--- src/rtl/universal_shift_reg.sv ---
// Parametrised universal shift register: hold, shift right/left and parallel load.
// A per-direction shift counter strobes word_done after every WIDTH consecutive shifts.
module universal_shift_reg #(
   parameter int               WIDTH   = 8,
   parameter logic [WIDTH-1:0] RST_VAL = '0
) (
   input  logic             clk,
   input  logic             rst,
   input  logic             en,
   input  logic [1:0]       mode,
   input  logic             sin_r,
   input  logic             sin_l,
   input  logic [WIDTH-1:0] pin,
   output logic [WIDTH-1:0] pout,
   output logic             sout_r,
   output logic             sout_l,
   output logic             word_done
);

   localparam int             CW       = $clog2(WIDTH);
   localparam logic [CW-1:0]  CNT_LAST = CW'(WIDTH - 1);

   typedef enum logic [1:0] {
      MODE_HOLD  = 2'b00,
      MODE_SHR   = 2'b01,
      MODE_SHL   = 2'b10,
      MODE_LOAD  = 2'b11
   } mode_t;

   typedef enum logic {
      DIR_R = 1'b0,
      DIR_L = 1'b1
   } dir_t;

   logic [WIDTH-1:0] shreg, shreg_nxt;
   logic [CW-1:0]    cnt, cnt_nxt;
   dir_t             last_dir, last_dir_nxt;
   logic             done_nxt;
   logic             shift;
   dir_t             dir;
   mode_t            mode_q;

   assign mode_q = mode_t'(mode);

   always_comb begin
      shreg_nxt    = shreg;
      cnt_nxt      = cnt;
      last_dir_nxt = last_dir;
      done_nxt     = 1'b0;
      shift        = 1'b0;
      dir          = DIR_R;

      if (en) begin
         case (mode_q)
            MODE_SHR: begin
               shreg_nxt = {sin_r, shreg[WIDTH-1:1]};
               shift     = 1'b1;
               dir       = DIR_R;
            end
            MODE_SHL: begin
               shreg_nxt = {shreg[WIDTH-2:0], sin_l};
               shift     = 1'b1;
               dir       = DIR_L;
            end
            MODE_LOAD: begin
               shreg_nxt = pin;
               cnt_nxt   = '0;
            end
            default: ;
         endcase
      end

      // A direction change starts a fresh word with this shift as its first bit.
      if (shift) begin
         if (dir != last_dir) begin
            cnt_nxt      = CW'(1);
            last_dir_nxt = dir;
         end else if (cnt == CNT_LAST) begin
            cnt_nxt  = '0;
            done_nxt = 1'b1;
         end else begin
            cnt_nxt = cnt + CW'(1);
         end
      end
   end

   always_ff @(posedge clk or negedge rst) begin
      if (!rst) begin
         shreg     <= RST_VAL;
         cnt       <= '0;
         last_dir  <= DIR_R;
         word_done <= 1'b0;
      end else begin
         shreg     <= shreg_nxt;
         cnt       <= cnt_nxt;
         last_dir  <= last_dir_nxt;
         word_done <= done_nxt;
      end
   end

   assign pout   = shreg;
   assign sout_r = shreg[0];
   assign sout_l = shreg[WIDTH-1];

endmodule

--- config.mk ---
export PLATFORM = sky130hd
export DESIGN_NAME = universal_shift_reg
export DESIGN_NICKNAME = d
export VERILOG_FILES = /design/src/rtl/universal_shift_reg.sv
export SDC_FILE = /design/constraint.sdc
export NUM_CORES = 1
export LEC_CHECK = 0
export CAP_MARGIN = 10
export CORE_MARGIN = 2
export CORE_UTILIZATION = 30
export CTS_CLUSTER_SIZE = 28
export DETAILED_ROUTE_END_ITERATION = 10
export PLACE_DENSITY = 0.55
export SETUP_SLACK_MARGIN = 0.5
export SYNTH_ARGS = -nofsm -noshare
export SYNTH_HDL_FRONTEND = slang
export SYNTH_SLANG_ARGS = --single-unit
--- constraint.sdc ---
create_clock -name clk -period 2.3 [get_ports clk]
set_input_delay 0.46 -clock clk [delete_from_list [all_inputs] [get_ports clk]]
set_output_delay 0.46 -clock clk [all_outputs]
set_load 0.005 [all_outputs]
# Yosys cells after proc, flatten, opt, wreduce, memory -nomap -nowiden
# Cells that the tools add are included.
totals:
  output_inout_bits: 11
  regBits: 13
  input_bits: 15
op_classes:
  addsub: 1
  n_eq_ne: 5
  n_mux: 13
  n_reduce_logical: 7
op_table:
  columns: ["op", "n"]
  rows:
  - ["one-hot mux 8 bit (3 select lines)", 1]
  - ["2-to-1 mux 3 bit", 5]
  - ["2-to-1 mux 1 bit", 7]
  - ["AND reduction 2 bit", 3]
  - ["== test 2 bit (second input constant)", 2]
  - ["nonzero test 2 bit", 2]
  - ["adder 3 x 1 -> 3 bit (second input constant)", 1]
  - ["== test 3 bit (second input constant)", 1]
  - ["nonzero test 3 bit", 1]
  - ["== test 2 x 1 -> 1 bit (second input constant)", 1]
  - ["OR reduction 2 bit", 1]
  - ["inequality test 1 bit", 1]

# Logic depth before layout (Yosys ltp)
depth:
  word_depth: 6
  mapped_depth: 6
  depth_no_buf: 5

# Least setup slack after synthesis
# No wires, ideal clock.
synth_path:
  path_type: "input port to flip-flop"
  startpoint: "input port mode[0]"
  endpoint: "register cnt[0]"
  path_stages: 6
  n_path_buf: 1
  slack_ns: 0.863
  t_arrival_ns: 1.315
  required_ns: 2.178
  cell_sequence: "inv_1 ha_1 buf_6 a21oi_2 o22ai_1 a32o_1"
synth_between:
  elab_chain_cells: 6
synth_rtl:
  columns: ["element", "line", "rtl"]
  rows:
  - ["start, declared", "10", "input logic [1:0] mode,"]
  - ["== test 2 bit / == test 2 x 1 -> 1 bit (equally long branches)", "54", "case (mode_q)"]
  - ["2-to-1 mux 1 bit / OR reduction 2 bit (equally long branches)", null, null]
  - ["2-to-1 mux 1 bit (on tied branches)", "53, 54", null]
  - ["inequality test 1 bit / 2-to-1 mux 1 bit (equally long branches)", "75, 53", null]
  - ["2-to-1 mux 3 bit / nonzero test 2 bit (equally long branches)", null, null]
  - ["2-to-1 mux 3 bit / AND reduction 2 bit (equally long branches)", null, null]
  - ["end signal, assigned", "95", "cnt <= cnt_nxt;"]
  - ["end, declared", "36", "logic [CW-1:0] cnt, cnt_nxt;"]
# Several ways; a longest one is shown, not always the timed one.
# A chain may end at the register's enable or synchronous reset.

# Worst setup path after layout
layout_path:
  startpoint: "input port mode[1]"
  endpoint: "register cnt[0]"
# Same word-level chain as after synthesis.

==> out/results.ini <==
[sta]
tns_ns=0
min_period_ns=1.695
rsz0062_at_grt=false
post-route-period-util_pct=73.69
skew_ns=0.0002285
setup_viol=0
final_hold_viol_count=0
max_freq_mhz=590.0
worst-slew-pin-transition_ns=0.6117
maxSlewViolCount=0
slew_headroom_pct=59.09

[yosys]
netlist_area_sq_um=711.9
synth.avg_cell_area_sq_um=10.03
syn-num-nets=91
synth_top_cell_by_area=dfrtp_1
synthTopCellsByArea=dfrtp_1, a22o_1, ha_1
syn_inst=71
synth_top_area_share_pct=45.69
ys_types=20
ys_seq_area_share_pct=45.69
ys_seq_elements=13
yosys_warnings=0

[clocking]
clkSinkCount=13
cts_setup_buffers=0
clk_latency_ns=0.27
root_buffer=clkbuf_4
cts_buffers=3
ctsResizeCount=1
htree_levels=1
holdBufCountCts=0
cts.clk_slew.worst_paths_ns=0.08
cts_tree=built
clockBufferDepth=2

[floorplanning]
num_io_pins=26
floorplan.die_area_sq_um=2779
core_sq_um=2233
fp.dieW_um=52.72
placementRows=17
initial_core_util_pct=31.88
die_h_um=52.72

[detailed_routing]
via_per_inst=4.927
first_iter_violations=2
via_count=606
drtAntennaViolNets=0
routedWlPerCell_um=12.36
firstDrtPassIters=4
drc=0
routed_wl_um=1520

[min_path]
hp-start=cnt[1]
whs_endpoint=cnt[1]
hold_path.class=reg -> reg
whs_path_depth=1

[layout]
final_cell_mix=clkdlybuf4s50_1, dfrtp_1, a22o_1
fin_nets=116
layout_commonest_cell=clkdlybuf4s50_1
antenna_cells=0
drive_above_1_share_pct=7.368
final_core_util_pct=44.65
synthToLayoutAreaGrowth_pct=40.07

[critical_path]
worstPathMaxFanout=13
r2r_cells=3
path_class=in -> reg
critPathMaxStageDelay_ns=0.51
path_buf_inv=1
crit_arrival_ns=1.86
endpoint_kind=register
r2r-start=cnt[0]
cp-start-kind=input port
r2r_slack_ns=1.12
required_ns=2.47
reg2reg_to=cnt[2]
crit_slowest_cell=clkdlybuf4s50_1
cp_cell_sequence=clkdlybuf4s50_1 > ha_2 > and3_1 > o22ai_1 > a32o_1
path_delay_family=buffers and inverters

[global_routing]
grt_pass1_wl_um=2594
grt_util_met2_pct=17.92
met1_usage_pct=18.18
grt_usage_pct=13.05
grt-busiest-layer=met1
grt_max_degree=17
antenna_found_initial=0
gr-total-overflow=0
grtUsageMet3_pct=5.714
grt_pass1_vias=549

[run_status]
outcome=completed

[place]
hpwl_um=1100
gp_congestion=0.6984
port_buffers=25

[power_and_ir_drop]
p_leak_uw=0.0004376
vdd_drop_max_uv=395.7
powerDensity_nw_per_um2=661.1

[job]
drv_cap=0

-- report_power, final --
part           switching [uW]  internal, uW
Clock                    75.6          67.2
Combinational            75.6           127
Sequential               41.0           272
-- worst max-delay path by stage --
stage,startpoint,to,slack [ns],depth (start not counted)
floorplan,mode[0],cnt[0],0.86,6
global placement,mode[1],cnt[0],0.22,5
detailed placement,mode[0],cnt[0],0.18,6
CTS,mode[0],pout[6],0.60,6
global route,mode[1],pout[2],0.52,5
finish,mode[1],cnt[0],0.61,5
-- synth_stat cells --
cell / count
a21oi_1: 8
a21oi_2: 1
a22o_1: 10
a32o_1: 1
and2_1: 1
and3_1: 1
buf_2: 2
buf_4: 2
buf_6: 1
dfrtp_1: 13
ha_1: 5
inv_1: 2
mux2_1: 1
nand2_1: 9
nand2b_1: 1
nor2_1: 1
nor2_2: 1
o21ai_1: 9
o22ai_1: 1
xor2_1: 1
-- per-layer routing --
metal | share of wire [%] | routed length [um]
met5 | 0 | 0
met4 | 1.3 | 19
met3 | 6.4 | 98
met2 | 43 | 661
met1 | 49 | 740
-- final cells by class --
cell class	count	area, sq um
Fill cell	223	1236
Multi-Input combinational cell	51	352.8
Sequential cell	13	325.3
Timing Repair Buffer	25	250.2
Tap cell	28	35.03
Clock buffer	4	26.28
Inverter	2	7.507
-- per-stage QoR --
stage	instances	cell area [sq um]	total power, uW	hold slack [ns]	setup slack [ns]
2_1_floorplan	71	711.9	415.9	0.1644	0.8632
3_3_place_gp	119	960.9	518.9	0.4918	0.2249
3_5_place_dp	119	960.9	522.5	0.4926	0.1796
4_1_cts	123	989.7	670.6	0.5154	0.5955
5_1_grt	123	997.2	714.2	0.5587	0.5206
6_report	123	997.2	659.3	0.5078	0.6051
-- registers in the layout, summed over array words and instances, names as in the netlist --
| name | cells |
|---|---|
| last_dir | 1 |
| cnt | 3 |
| word_done | 1 |
| pout | 8 |
-- logic make-up after synthesis --
group | share of synthesized area (%)
xor gates and xnor gates | 1.230
AOI/OAI and AO/OA | 27.77
muxes | 1.582
buffers and inverters | 6.151
DFF | 45.69
adders and majority gates | 8.787
and+or+nand+nor | 8.789
No activity file was read; power rests on OpenSTA's default activity.
